===== src/rtl/oam_dma_if.sv =====
// CPU-side register bus, DMA source read bus and OAM write port of the OAM DMA engine.
// Latency: none; plain wires grouping the signals.
// Backpressure: none; strobes are single-cycle and always accepted.
interface oam_dma_if;
  logic [15:0] address;
  logic [7:0]  indata;
  logic [7:0]  outdata;
  logic        load;
  logic        store;
  logic        cpu_block;
  logic [15:0] bus_address;
  logic        bus_load;
  logic [7:0]  bus_rdata;
  logic [7:0]  oam_address;
  logic [7:0]  oam_wdata;
  logic        oam_store;
  logic        dma_active;

  // DMA engine view
  modport slave (
    input  address, indata, load, store, bus_rdata,
    output outdata, cpu_block, bus_address, bus_load,
           oam_address, oam_wdata, oam_store, dma_active
  );

  // CPU / memory side view
  modport master (
    output address, indata, load, store, bus_rdata,
    input  outdata, cpu_block, bus_address, bus_load,
           oam_address, oam_wdata, oam_store, dma_active
  );
endinterface


===== src/rtl/oam_dma.sv =====
// OAM DMA: copies LENGTH bytes from {src_hi,8'h00} into OAM after a write to REG_ADDR.
// Latency: 1 START cycle, then one read per cycle; each OAM write lags its read by READ_LATENCY.
// Backpressure: none; the source bus is assumed always ready, a new write restarts the transfer.
module oam_dma #(
  parameter logic [15:0] REG_ADDR     = 16'hff46,
  parameter int          LENGTH       = 160,
  parameter int          READ_LATENCY = 2
) (
  input  logic      clockgb,
  input  logic      resetn,
  oam_dma_if.slave  io
);

  typedef enum logic [1:0] {IDLE, START, XFER, DRAIN} state_t;

  state_t      state;
  state_t      state_nxt;
  logic [7:0]  src_reg;
  logic [7:0]  src_hi;
  logic [8:0]  issue_cnt;
  logic        issue_vld;
  logic        reg_hit;
  logic        reg_wr;
  logic        final_store;
  logic [READ_LATENCY-1:0] vld_pipe;
  logic [7:0]  idx_pipe [READ_LATENCY];

  // Register decode, readback, echo-region folding and CPU blocking window
  always_comb begin
    reg_hit        = (io.address == REG_ADDR);
    reg_wr         = io.store && reg_hit;
    io.outdata     = (io.load && reg_hit) ? src_reg : 8'h00;
    src_hi         = (src_reg >= 8'he0) ? (src_reg & 8'hdf) : src_reg;
    io.dma_active  = (state != IDLE);
    io.cpu_block   = io.dma_active && !reg_hit &&
                     !((io.address >= 16'hff80) && (io.address <= 16'hfffe));
    io.oam_store   = vld_pipe[READ_LATENCY-1];
    io.oam_address = io.oam_store ? idx_pipe[READ_LATENCY-1] : 8'h00;
    io.oam_wdata   = io.oam_store ? io.bus_rdata : 8'h00;
    final_store    = io.oam_store && (idx_pipe[READ_LATENCY-1] == 8'(LENGTH - 1));
  end

  // Next-state and read-issue logic; a register write always restarts from START
  always_comb begin
    state_nxt      = state;
    issue_vld      = 1'b0;
    io.bus_load    = 1'b0;
    io.bus_address = 16'h0000;
    case (state)
      IDLE:  ;
      START: state_nxt = XFER;
      XFER: begin
        issue_vld      = 1'b1;
        io.bus_load    = 1'b1;
        // low byte never carries since issue_cnt stays below 256
        io.bus_address = {src_hi, issue_cnt[7:0]};
        if (issue_cnt == 9'(LENGTH - 1)) state_nxt = DRAIN;
      end
      DRAIN: if (final_store) state_nxt = IDLE;
      default: state_nxt = IDLE;
    endcase
    if (reg_wr) state_nxt = START;
  end

  // State register
  always_ff @(posedge clockgb or negedge resetn) begin
    if (!resetn) state <= IDLE;
    else         state <= state_nxt;
  end

  // Source register and issue counter
  always_ff @(posedge clockgb or negedge resetn) begin
    if (!resetn) begin
      src_reg   <= 8'hff;
      issue_cnt <= 9'd0;
    end else if (reg_wr) begin
      src_reg   <= io.indata;
      issue_cnt <= 9'd0;
    end else if (issue_vld) begin
      issue_cnt <= issue_cnt + 9'd1;
    end
  end

  // Read-latency shift pipeline; a restart flushes reads still in flight
  always_ff @(posedge clockgb or negedge resetn) begin
    if (!resetn) begin
      vld_pipe <= '0;
      for (int i = 0; i < READ_LATENCY; i++) idx_pipe[i] <= 8'h00;
    end else if (reg_wr) begin
      vld_pipe <= '0;
    end else begin
      vld_pipe[0] <= issue_vld;
      idx_pipe[0] <= issue_cnt[7:0];
      for (int i = 1; i < READ_LATENCY; i++) begin
        vld_pipe[i] <= vld_pipe[i-1];
        idx_pipe[i] <= idx_pipe[i-1];
      end
    end
  end

endmodule


===== src/flat_wrapper.sv =====
// flat-port wrapper written by rule: the top's interface ports become plain ports
module oam_dma_flat 
#(
  parameter logic [15:0] REG_ADDR     = 16'hff46,
  parameter int          LENGTH       = 160,
  parameter int          READ_LATENCY = 2
)
  (clockgb, resetn, io_address, io_indata, io_load, io_store, io_bus_rdata, io_outdata, io_cpu_block, io_bus_address, io_bus_load, io_oam_address, io_oam_wdata, io_oam_store, io_dma_active);
  oam_dma_if io_i ();
  input  logic clockgb;
  input  logic resetn;
  input wire logic [$bits(io_i.address)-1:0] io_address;
  input wire logic [$bits(io_i.indata)-1:0] io_indata;
  input wire logic [$bits(io_i.load)-1:0] io_load;
  input wire logic [$bits(io_i.store)-1:0] io_store;
  input wire logic [$bits(io_i.bus_rdata)-1:0] io_bus_rdata;
  output wire logic [$bits(io_i.outdata)-1:0] io_outdata;
  output wire logic [$bits(io_i.cpu_block)-1:0] io_cpu_block;
  output wire logic [$bits(io_i.bus_address)-1:0] io_bus_address;
  output wire logic [$bits(io_i.bus_load)-1:0] io_bus_load;
  output wire logic [$bits(io_i.oam_address)-1:0] io_oam_address;
  output wire logic [$bits(io_i.oam_wdata)-1:0] io_oam_wdata;
  output wire logic [$bits(io_i.oam_store)-1:0] io_oam_store;
  output wire logic [$bits(io_i.dma_active)-1:0] io_dma_active;
  assign io_i.address = io_address;
  assign io_i.indata = io_indata;
  assign io_i.load = io_load;
  assign io_i.store = io_store;
  assign io_i.bus_rdata = io_bus_rdata;
  assign io_outdata = io_i.outdata;
  assign io_cpu_block = io_i.cpu_block;
  assign io_bus_address = io_i.bus_address;
  assign io_bus_load = io_i.bus_load;
  assign io_oam_address = io_i.oam_address;
  assign io_oam_wdata = io_i.oam_wdata;
  assign io_oam_store = io_i.oam_store;
  assign io_dma_active = io_i.dma_active;
  oam_dma #(.REG_ADDR(REG_ADDR), .LENGTH(LENGTH), .READ_LATENCY(READ_LATENCY)) u_core (.clockgb(clockgb), .resetn(resetn), .io(io_i));
endmodule

===== config.mk =====
export PLATFORM = sky130hd
export DESIGN_NAME = oam_dma_flat
export DESIGN_NICKNAME = d
export VERILOG_FILES = /design/src/rtl/oam_dma_if.sv /design/src/rtl/oam_dma.sv /design/src/flat_wrapper.sv
export SDC_FILE = /design/constraint.sdc
export NUM_CORES = 1
export LEC_CHECK = 0
export ABC_CLOCK_PERIOD_IN_PS = 4340
export CAP_MARGIN = 10
export CORE_UTILIZATION = 47
export DETAILED_ROUTE_END_ITERATION = 12
export PLACE_DENSITY = 0.86
export SLEW_MARGIN = 20
export SYNTH_ARGS = -nofsm -noshare
export SYNTH_HDL_FRONTEND = slang
export SYNTH_SLANG_ARGS = --single-unit

===== constraint.sdc =====
create_clock -name clockgb -period 4.34 [get_ports clockgb]
set_input_delay 0.868 -clock clockgb [delete_from_list [all_inputs] [get_ports clockgb]]
set_output_delay 0.868 -clock clockgb [all_outputs]
set_load 0.03 [all_outputs]

==> results of run 1 <==
[cell families (layout without fill, tap and decap cells)]
family,Yosys count,in the layout
AND/OR/NAND/NOR,81,81
flip-flops,37,37
multiplexers,25,25
buffers and inverters,21,103
AO/OA/AOI/OAI,11,11
XOR/XNOR,8,8
adder cells (fa/ha/maj),4,4
[per-stage QoR]
stage | cells | util, %
finish | 319 | 72.5
CTS | 319 | 72.5
detailed placement | 311 | 69.6
floorplan | 187 | -
global route | 319 | 72.5
global placement | 311 | 69.6
[Yosys cell counts, drive strengths merged]
| cell type | count | share of area (%) |
|---|---|---|
| a21o | 1 | 0.38 |
| a21oi | 4 | 1.0 |
| and2 | 32 | 10 |
| and3 | 1 | 0.31 |
| and4b | 1 | 0.50 |
| buf | 3 | 1.8 |
| clkbuf | 4 | 1.3 |
| dfrtp | 29 | 36 |
| dfstp | 8 | 11 |
| ha | 4 | 2.5 |
| inv | 14 | 2.6 |
| mux2 | 24 | 15 |
| mux2i | 1 | 0.50 |
| nand2 | 6 | 1.1 |
| nand2b | 1 | 0.31 |
| nand3 | 1 | 0.25 |
| nand4 | 8 | 2.5 |
| nand4b | 3 | 1.3 |
| nand4bb | 1 | 0.56 |
| nor2 | 23 | 4.3 |
| nor3 | 1 | 0.25 |
| nor4 | 1 | 0.31 |
| o211ai | 1 | 0.38 |
| o21ai | 3 | 0.75 |
| o22ai | 1 | 0.31 |
| o41ai | 1 | 0.44 |
| or3 | 1 | 0.31 |
| or4 | 1 | 0.38 |
| xnor2 | 4 | 1.8 |
| xor2 | 4 | 1.8 |
[routing by layer]
| layer | GRT usage, % | part of all wire [%] | routed length, um |
|---|---|---|---|
| met1 | 24.5 | 43 | 1840 |
| met2 | 36.4 | 51 | 2140 |
| met3 | 4.90 | 5.0 | 211 |
| met4 | 8.51 | 1.2 | 49 |
| met5 | 0 | 0 | 0 |
[worst max-delay path: stages]
cell and delay, ns:
clkdlybuf4s50_1 0.46, nand3_1 0.14, nor4_1 0.21, nand4_1 0.32, nor2_1 0.21, clkdlybuf4s50_1 0.70
[area by class of cell]
| cell class | instances | area share, % |
|---|---|---|
| multi-input combinational | 129 | 32.5 |
| clock inverter | 3 | 1.59 |
| sequential | 37 | 32.0 |
| timing repair buffer | 81 | 27.6 |
| tap | 50 | 2.14 |
| inverter | 14 | 1.80 |
| clock buffer | 5 | 2.36 |
[power by group through the flow]
stage          logic [mW]  registers, mW  clock network (mW)
2_1_floorplan     0.00244          0.352                   0
3_3_place_gp       0.0413          0.352                   0
3_5_place_dp       0.0426          0.352                   0
4_1_cts            0.0428          0.345               0.304
5_1_grt            0.0461          0.345               0.322
6_report           0.0421          0.345               0.298
[how the worst min path moves through the flow]
stage / depth (start not counted) / startpoint / endpoint / slack, ns
floorplan: 1 / u_core.vld_pipe[0] / u_core.vld_pipe[1] / 0.43
finish: 1 / u_core.vld_pipe[0] / u_core.vld_pipe[1] / 0.46
global placement: 1 / u_core.vld_pipe[0] / u_core.vld_pipe[1] / 0.43
CTS: 1 / u_core.vld_pipe[0] / u_core.vld_pipe[1] / 0.47
detailed placement: 1 / u_core.vld_pipe[0] / u_core.vld_pipe[1] / 0.45
global route: 1 / u_core.vld_pipe[0] / u_core.vld_pipe[1] / 0.50
==> summary.txt, run 1 <==
status: finished clean
Peak VDD IR: 167 uV
Clk pwr share: 43.5%
sequential fraction of the synthesis area: 46.8%
Post-DP Area: 2810 um^2
Mean Syn Cell Area: 10.7 um^2
Root Driver: clkbuf_8
minimum clock period: 3.78 ns
Worst Setup EP: io_outdata[5]
diodes inserted: 0
Sw Share: 20.3%
setup slack after layout: 0.558 ns
hold_buf cts: 0
Clock Skews: 0.00754 ns
Setup TNS: 0 ns
normalized max-slew margin: 44.1%
simple-gate portion of the synthesized area: 22.5%
power per cell area: 235 nW/um^2
vias: 1,594
pre-CTS setup slack: 0.575 ns
Sequential Power Share: 50.3%
Required @ worst endpoint: 3.47 ns
GPL Wtd Cong: 0.859
final net count: 308
critical path launch point: io_address[1]
Clock Latency Late Sink: 0.28 ns
largest family of logic cells by synthesized area: simple AND/OR/NAND/NOR gates
Post-CTS Setup Inserts: 0
min-delay worst type: flop to flop
final wirelength: 4.24 mm
post-synthesis xor/xnor area fraction: 3.51%
Post-Syn Area: 2000 um^2
cts bufs inserted: 5
Post-Synthesis Cells: 187
fill count: 308
mux share of post-synthesis cell area: 15.7%
WL/cell: 13.3 um
Reg area: 936 um^2
Least-Margin Pin Slew: 0.839 ns
initial core utilization: 49.6%
largest net degree at the start of global routing: 28
Buffers on Ports: 79
worst reg-to-reg setup slack: 2.25 ns
reg-to-reg endpoint: u_core.issue_cnt[7]
CP endpoint kind: output pin
grt ovf: 0
Total GRT Usage: 20.9%
leak pwr: 1.10 nW
CP arrival: 2.91 ns
number of global-route vias before repair: 1,545
Synth Area in Compound Gates: 3.26%
Core Area: 4030 um^2
register bit total from synthesis: 37
CTS tree: done
Ys Warns: 0
combinational fraction of design power: 6.1%
design area: 2920 um^2
most frequent cells in the layout: 79 x clkdlybuf4s50_1, 32 x and2_1, 29 x dfrtp_1
total power: 0.686 mW
Final Hold Fails: 0
kind of critical path: input port to output pin
FF-to-FF Start: u_core.state[0]
H-tree levels: 2
Top Ports: 80
R2R depth: 6
Post-CTS Resized: 0
Final ANT Viol Nets: 0
CP Max Fanout: 8
Die W: 67.2 um
Max-Cap Viols: 0
crit start category: input port
Die Y: 67.2 um
post-detail-place hpwl: 3.21 mm
Area growth syn-to-layout: 46.1%
Placement Rows: 23
Iteration-0 DRC Markers: 55
Psw: 0.140 mW
Hold Slack: 0.461 ns
Slew Viols, Final: 0
DRC viols: 0
RSZ-0062 raised after global routing: false
first-pass GRT wire length: 6.93 mm
Sink Count: 37
commonest non-fill, non-tap cell in the layout: clkdlybuf4s50_1
Die ar.: 4520 um^2
fin crit share: 87.1%
DR pass1 iterations: 4
Via density: 5.00
Yosys cell types: 34
internal power: 0.546 mW
CTS clk-pin slew, worst paths: 0.08 ns
CTS max path bufs: 2
Fmax achieved: 0.264 GHz
area of the multi-input gates: 948 um^2
Final Setup Violations: 0
Post-Synth Adder-Cell Area: 2.50%
share of post-route cells with drive strength above 1: 15.6%
Net Count, Synth: 227
initial antenna violation count: 0
max reg flops: 16
Note: power is estimated with default switching activity, not from simulation.
==> run 2: changes to the inputs <==
--- a/config.mk
+++ b/config.mk
@@ -10,4 +10,5 @@
 export CORE_UTILIZATION = 47
 export DETAILED_ROUTE_END_ITERATION = 12
+export HOLD_SLACK_MARGIN = 0.02
 export PLACE_DENSITY = 0.86
 export SLEW_MARGIN = 20
==> constraint.sdc (replaced) <==
create_clock -name clockgb -period 4.34 [get_ports clockgb]
set_input_delay 0.868 -clock clockgb [delete_from_list [all_inputs] [get_ports clockgb]]
set_output_delay 0.868 -clock clockgb [all_outputs]
set_load 0.02 [all_outputs]
==> summary.txt, run 2 (same netlist as run 1, synthesis figures left out) <==
crit start category: input port (unchanged)
Die Y: 67.2 um (unchanged)
Post-DP Area: 2810 um^2 (unchanged)
Via density: 5.11 (was 5.00)
Top Ports: 80 (unchanged)
first-pass GRT wire length: 7.10 mm (was 6.93 mm)
Buffers on Ports: 79 (unchanged)
Final ANT Viol Nets: 0 (unchanged)
DRC viols: 0 (unchanged)
hold_buf cts: 0 (unchanged)
grt ovf: 0 (unchanged)
GPL Wtd Cong: 0.859 (unchanged)
design area: 2890 um^2 (was 2920 um^2)
leak pwr: 1.09 nW (was 1.10 nW)
Clk pwr share: 38.0% (was 43.5%)
initial core utilization: 49.6% (unchanged)
minimum clock period: 3.69 ns (was 3.78 ns)
status: finished clean (unchanged)
Total GRT Usage: 21.5% (was 20.9%)
Die ar.: 4520 um^2 (unchanged)
kind of critical path: input port to output pin (unchanged)
Final Hold Fails: 0 (unchanged)
Root Driver: clkbuf_8 (unchanged)
CTS max path bufs: 2 (unchanged)
CTS tree: done (unchanged)
Post-CTS Resized: 0 (unchanged)
normalized max-slew margin: 43.7% (was 44.1%)
CTS clk-pin slew, worst paths: 0.07 ns (was 0.08 ns)
Sw Share: 22.3% (was 20.3%)
final net count: 308 (unchanged)
Area growth syn-to-layout: 44.7% (was 46.1%)
most frequent cells in the layout: 79 x clkdlybuf4s50_1, 32 x and2_1, 29 x dfrtp_1 (unchanged)
Post-CTS Setup Inserts: 0 (unchanged)
CP Max Fanout: 8 (unchanged)
max reg flops: 16 (unchanged)
CP endpoint kind: output pin (unchanged)
Clock Latency Late Sink: 0.29 ns (was 0.28 ns)
Setup TNS: 0 ns (unchanged)
min-delay worst type: flop to flop (unchanged)
commonest non-fill, non-tap cell in the layout: clkdlybuf4s50_1 (unchanged)
Clock Skews: 0.00903 ns (was 0.00754 ns)
H-tree levels: 2 (unchanged)
cts bufs inserted: 5 (unchanged)
diodes inserted: 0 (unchanged)
combinational fraction of design power: 6.7% (was 6.1%)
internal power: 0.485 mW (was 0.546 mW)
WL/cell: 13.6 um (was 13.3 um)
post-detail-place hpwl: 3.21 mm (about the same)
largest net degree at the start of global routing: 28 (unchanged)
Max-Cap Viols: 0 (unchanged)
Core Area: 4030 um^2 (unchanged)
Placement Rows: 23 (unchanged)
Required @ worst endpoint: 3.47 ns (about the same)
Peak VDD IR: 207 uV (was 167 uV)
final wirelength: 4.33 mm (was 4.24 mm)
Fmax achieved: 0.271 GHz (was 0.264 GHz)
Least-Margin Pin Slew: 0.844 ns (was 0.839 ns)
fin crit share: 85.0% (was 87.1%)
CP arrival: 2.82 ns (was 2.91 ns)
initial antenna violation count: 0 (unchanged)
number of global-route vias before repair: 1,557 (was 1,545)
power per cell area: 216 nW/um^2 (was 235 nW/um^2)
DR pass1 iterations: 4 (unchanged)
Psw: 0.140 mW (about the same)
Iteration-0 DRC Markers: 60 (was 55)
Sink Count: 37 (unchanged)
Sequential Power Share: 55.3% (was 50.3%)
share of post-route cells with drive strength above 1: 15.6% (unchanged)
Slew Viols, Final: 0 (unchanged)
Final Setup Violations: 0 (unchanged)
RSZ-0062 raised after global routing: false (unchanged)
Die W: 67.2 um (unchanged)
vias: 1,630 (was 1,594)
==> run 2: through the flow <==
step / power (mW) / setup slack, ns / hold WS, ns / cells / util (%)
finish: 0.625 / 0.652 / 0.459 / 319 / 71.8
global placement: 0.393 / 0.750 / 0.430 / 311 / 69.6
global route: 0.650 / 0.417 / 0.497 / 319 / 71.8
CTS: 0.628 / 0.658 / 0.467 / 319 / 71.8
floorplan: 0.354 / 1.73 / 0.428 / 187 / -
detailed placement: 0.394 / 0.663 / 0.449 / 311 / 69.6
==> run 2: layer usage <==
layer / track usage, % / wire length [um]
met4: 8.51 / 82
met1: 25.6 / 1870
met3: 4.90 / 224
met2: 37.4 / 2150
met5: 0 / 0
==> run 2: cell type report <==
cell class                      count  area, um^2
Fill cell                         301        1140
Multi-Input combinational cell    129         948
Sequential cell                    37         936
Timing Repair Buffer               81         806
Clock buffer                        5        68.8
Tap cell                           50        62.6
Inverter                           14        52.6
Clock inverter                      3        17.5
==> run 2: critical path: stages <==
cell and delay, ns:
clkdlybuf4s50_1 0.46, nand3_1 0.13, nor4_1 0.22, nand4_1 0.32, nor2_1 0.19, clkdlybuf4s50_1 0.62
==> run 2: path summary, 6_finish.rpt <==
path	startpoint	endpoint	slack (ns)	cells after the start
worst max-delay path	io_address[1]	io_outdata[3]	0.65	6
worst min-delay path	u_core.vld_pipe[0]	u_core.vld_pipe[1]	0.46	1
worst max register to register	u_core.state[0]	u_core.issue_cnt[7]	2.24	6
worst min register to register	u_core.vld_pipe[0]	u_core.vld_pipe[1]	0.46	1
max in group asynchronous	resetn	u_core.src_reg[1]	2.69	2
min in group asynchronous	resetn	u_core.issue_cnt[1]	0.89	1
==> run 2: power groups by stage <==
stage               Clock, mW  Combinational, mW  Sequential, mW
floorplan                   0            0.00243           0.352
global placement            0             0.0413           0.352
detailed placement          0             0.0425           0.352
CTS                     0.241             0.0426           0.345
global route            0.259             0.0457           0.345
finish                  0.237             0.0420           0.345
==> RTL change 1 (flow settings as in run 1) <==
Re-encode `state_t` (4 states) as Gray code, 2 bits wide.
--- a/src/rtl/oam_dma.sv
+++ b/src/rtl/oam_dma.sv
@@ -12,5 +12,5 @@
 );
 
-  typedef enum logic [1:0] {IDLE, START, XFER, DRAIN} state_t;
+  typedef enum logic [1:0] {IDLE = 2'b00, START = 2'b01, XFER = 2'b11, DRAIN = 2'b10} state_t;
 
   state_t      state;
Formal check against the unedited RTL: same outputs for any inputs over 10 cycles, from zero or initial values and one cycle with resetn low; not proved beyond that.
==> RTL change 1 against run 1 <==
Sequential cell count did not move. Die area decreased by 1.9%. Area after synthesis down 2.0%. Sequential share of layout area is 0.32 points higher. Routed wire length is 4.3% higher. Power up 1.6%. Final cell count shrank 6.9%. Design area decreased by 0.99%. Sequential power is essentially flat. Synthesized cell count shrank 11%. First-iteration DRC count rose by 24%. Setup slack lost 0.35 ns. Critical path type unchanged. Highest routed layer unchanged.
==> RTL change 1: results (changes against run 1) <==
Status
  – Status: completed

STA
  – Hold WS: 0.480 ns (+0.0189 ns)
  – Final setup fails: 0 (unchanged)
  – Setup slack after layout: 0.206 ns (-0.352 ns)
  – Least-Margin Pin Slew: 0.836 ns (-0.00208 ns)
  – Clock skew: 0.00419 ns (-0.00335 ns)

GRT
  – Met3 GRT Util: 6.16% (+1.3 points)
  – GRT Total Usage: 22.6% (+1.8 points)
  – Met1 Usage GRT: 29.3% (+4.8 points)
  – Global-route wire length before repair: 7240 microns (+4.5%)
  – Largest net degree at the start of global routing: 29 (+3.6%)
  – Met2 usage: 35.5% (-0.90 points)
  – Vias in the first global route: 1544 (-0.065%)

Placement
  – Detailed Place HPWL: 3290 microns (+2.6%)
  – GP Congestion: 0.794 (-7.6%)
  – Post-Place Cells: 289 (-7.1%)
  – Dpl ws: 0.222 ns (-0.353 ns)
  – I/O Buffers: 79 (unchanged)
  – Area post-placement: 2780 sq um (-1.0%)

Worst setup path
  – Slowest stage delay, CP: 0.67 ns (-0.03 ns)
  – Worst Setup EP: io_outdata[0]
  – Largest delay contributor family on the critical path: simple AND/OR/NAND/NOR gates
  – FF-to-FF path depth: 4 (-2)
  – Crit. Startpoint: io_address[4]
  – Worst Path Max Fanout: 9 (+1)
  – Setup slack, reg-to-reg: 2.66 ns (+0.41 ns)
  – CP arrival: 3.27 ns (+0.36 ns)

Clock network
  – Worst-Skew Late Latency: 0.30 ns (+0.02 ns)
  – H-tree Lvls: 2 (unchanged)
  – Setup Fix Bufs, Post-CTS: 0 (unchanged)

Pwr
  – Flop+latch power: 0.346 mW (about the same)
  – Power, Total: 0.697 mW (+1.6%)
  – Worst IR Drop VDD: 0.302 mV (+81%)
  – Switching pwr: 0.149 mW (+6.8%)
  – Comb. pwr: 0.0460 mW (+9.3%)
  – Leak: 1.25 nW (+14%)

Synth
  – Post-synthesis mux area share: 17.4% (+1.7 points)
  – Post-Synth Adder-Cell Area: 0.639% (-1.9 points)
  – Most numerous cell in the Yosys netlist: dfrtp_1
  – Syn Inst Count: 166 (-11%)
  – Synth area leaders: dfrtp_1 37%, mux2_4 12%, dfstp_2 11%, and3_1 7.7%, and2_1 6.7%
  – Library cells used by synthesis: 32 (-5.9%)
  – Synth Area in Compound Gates: 0.958% (-2.3 points)
  – Post-synthesis xor/xnor area fraction: 3.58% (+0.072 points)
  – Synth Net Count: 203 (-11%)
  – Top cells by instance count after synthesis: 29 x dfrtp_1, 24 x and3_1, 21 x and2_1
  – Yosys Warn Count: 0 (unchanged)
  – Post-synthesis sequential area ratio: 47.8% (+0.96 points)

Detailed routing
  – First-pass DRT Iterations: 4 (unchanged)
  – Routed wl met2: 2170 microns (+1.4%)
  – WL met1: 1910 microns (+4.0%)
  – Vias: 1560 (-2.1%)
  – Met3 wire length: 264 microns (+25%)
  – Routed wire per std cell: 14.9 microns (+12%)
  – Initial DRC Count: 68 (+24%)

Layout
  – Non-filler cells, final: 297 (-6.9%)
  – Share of cells above drive strength 1: 18.6% (+3.0 points)
  – Nets: 283 (-8.1%)
## RTL change 1: cell types whose count changed in the layout (fill, tap and decap cells not counted), sizes merged, moves of 4 or more
cell / before / now
nor2: 23 / 13
nand3: 1 / 5
a21oi: 4 / 0
and3: 1 / 24
and2: 32 / 21
inv: 14 / 1
## RTL change 1: worst reg2reg max path, cell delays in order, from the launching register on
cell and delay (ns):
dfrtp_1 0.68, nand3_1 0.25, nor4_1 0.41, xnor2_1 0.16, nor2_1 0.05
## RTL change 1: cell type report
| type | count | area [sq um] |
|---|---|---|
| Sequential cell | 37 | 936 |
| Multi-Input combinational cell | 121 | 976 |
| Fill cell | 290 | 1110 |
| Inverter | 1 | 3.75 |
| Tap cell | 50 | 62.6 |
| Timing Repair Buffer | 80 | 798 |
| Clock inverter | 3 | 46.3 |
| Clock buffer | 5 | 68.8 |
==> RTL change 2 (settings of run 1) <==
Made on the original files. `READ_LATENCY` is set to 2 in 2 places; all go to 1.
--- a/src/rtl/oam_dma.sv
+++ b/src/rtl/oam_dma.sv
@@ -5,5 +5,5 @@
   parameter logic [15:0] REG_ADDR     = 16'hff46,
   parameter int          LENGTH       = 160,
-  parameter int          READ_LATENCY = 2
+  parameter int          READ_LATENCY = 1
 ) (
   input  logic      clockgb,
--- a/src/flat_wrapper.sv
+++ b/src/flat_wrapper.sv
@@ -4,5 +4,5 @@
   parameter logic [15:0] REG_ADDR     = 16'hff46,
   parameter int          LENGTH       = 160,
-  parameter int          READ_LATENCY = 2
+  parameter int          READ_LATENCY = 1
 )
   (clockgb, resetn, io_address, io_indata, io_load, io_store, io_bus_rdata, io_outdata, io_cpu_block, io_bus_address, io_bus_load, io_oam_address, io_oam_wdata, io_oam_store, io_dma_active);
Behaviour: not the same (a bounded check fails within 4 cycles, from zero or initial values and one cycle with resetn low).
==> RTL change 2 against run 1 <==
Power down 31%. Setup slack worse by 0.036 ns. Routed wire length down 4.6%. Sequential cell count down 9. Design area down 15%. Area after synthesis down 19%. Critical path depth unchanged. Count of clock-buffer cells in the layout down 2. Largest power group unchanged.
==> RTL change 2: results (changes against run 1) <==
Pwr
  – Sw Ratio: 19.0% (-1.4 points)
  – Gate power share: 8.6% (+2.5 points)
  – Power, Total: 0.474 mW (-31%)
  – Worst IR Drop VDD: 0.224 mV (+34%)
  – Flop+latch power: 0.262 mW (-24%)
  – Leak: 0.939 nW (-15%)

Clock network
  – Worst-Skew Late Latency: 0.34 ns (+0.06 ns)
  – Clock transition at the registers of the reported paths: 0.15 ns (+0.07 ns)
  – Num CTS Buffers: 3 (-2)
  – Root Buffer: clkbuf_4
  – H-tree Lvls: 1 (-1)

GRT
  – Global-route wire length before repair: 6360 microns (-8.2%)
  – Met2 usage: 41.6% (+5.2 points)
  – Met3 GRT Util: 3.41% (-1.5 points)
  – GRT Total Usage: 24.1% (+3.3 points)
  – Vias in the first global route: 1393 (-9.8%)
  – Largest net degree at the start of global routing: 29 (+3.6%)

Synth
  – Library cells used by synthesis: 32 (-5.9%)
  – Syn Inst Count: 166 (-11%)
  – Post-synthesis sequential area ratio: 44.0% (-2.8 points)
  – Top cells by instance count after synthesis: 30 x and2_1, 22 x nor2_1, 20 x dfrtp_1
  – Synth Net Count: 206 (-9.3%)

Min path
  – WHS Endpoint: u_core.idx_pipe[5]
  – Hold_sp: u_core.idx_pipe[5]

Placement
  – Detailed Place HPWL: 3060 microns (-4.4%)
  – Area post-placement: 2440 sq um (-13%)

Detailed routing
  – Routed wl met2: 1950 microns (-8.8%)
  – Vias: 1469 (-7.8%)
  – Final WL: 4050 microns (-4.6%)
  – Via density: 5.08 (+1.7%)
  – Met3 wire length: 365 microns (+73%)
  – Initial DRC Count: 40 (-27%)

Worst setup path
  – Worst Setup EP: io_outdata[6]
  – Worst Path Max Fanout: 8 (unchanged)
  – Setup slack, reg-to-reg: 2.09 ns (-0.16 ns)

STA
  – Clock skew: 0.00869 ns (+0.00115 ns)
  – Final critical-path share of the clock period: 88.0% (+0.83 points)

Status
  – Status: completed

Layout
  – Max reg flops: 9 (-7)
  – Share of cells above drive strength 1: 13.5% (-2.1 points)
-- RTL change 2: cell count changes in the layout (fill, tap and decap cells not counted), moves of 2 or more --
cell / change
dfrtp_1: -9
nand4_1: -2
clkbuf_4: +3
clkbuf_8: -5
and2_1: -2
inv_1: -2
mux2_4: -9
-- RTL change 2: logic make-up (layout without fill, tap and decap cells) --
family                   after synthesis  after routing  synth area share (%)
flip-flops                            28             28                  44.0
XOR/XNOR                               8              8                  4.34
adder cells (fa/ha/maj)                4              4                  3.10
buffers and inverters                 17             96                  4.65
AND/OR/NAND/NOR                       81             81                  28.4
multiplexers                          17             17                  11.8
AO/OA/AOI/OAI                         11             11                  3.72
-- RTL change 2: layout make-up --
| cell class | count | area, sq um |
|---|---|---|
| Clock buffer | 3 | 22.5 |
| Clock inverter | 1 | 30.0 |
| Fill cell | 226 | 663 |
| Inverter | 12 | 45.0 |
| Multi-Input combinational cell | 121 | 828 |
| Sequential cell | 28 | 711 |
| Tap cell | 44 | 55.1 |
| Timing Repair Buffer | 80 | 798 |
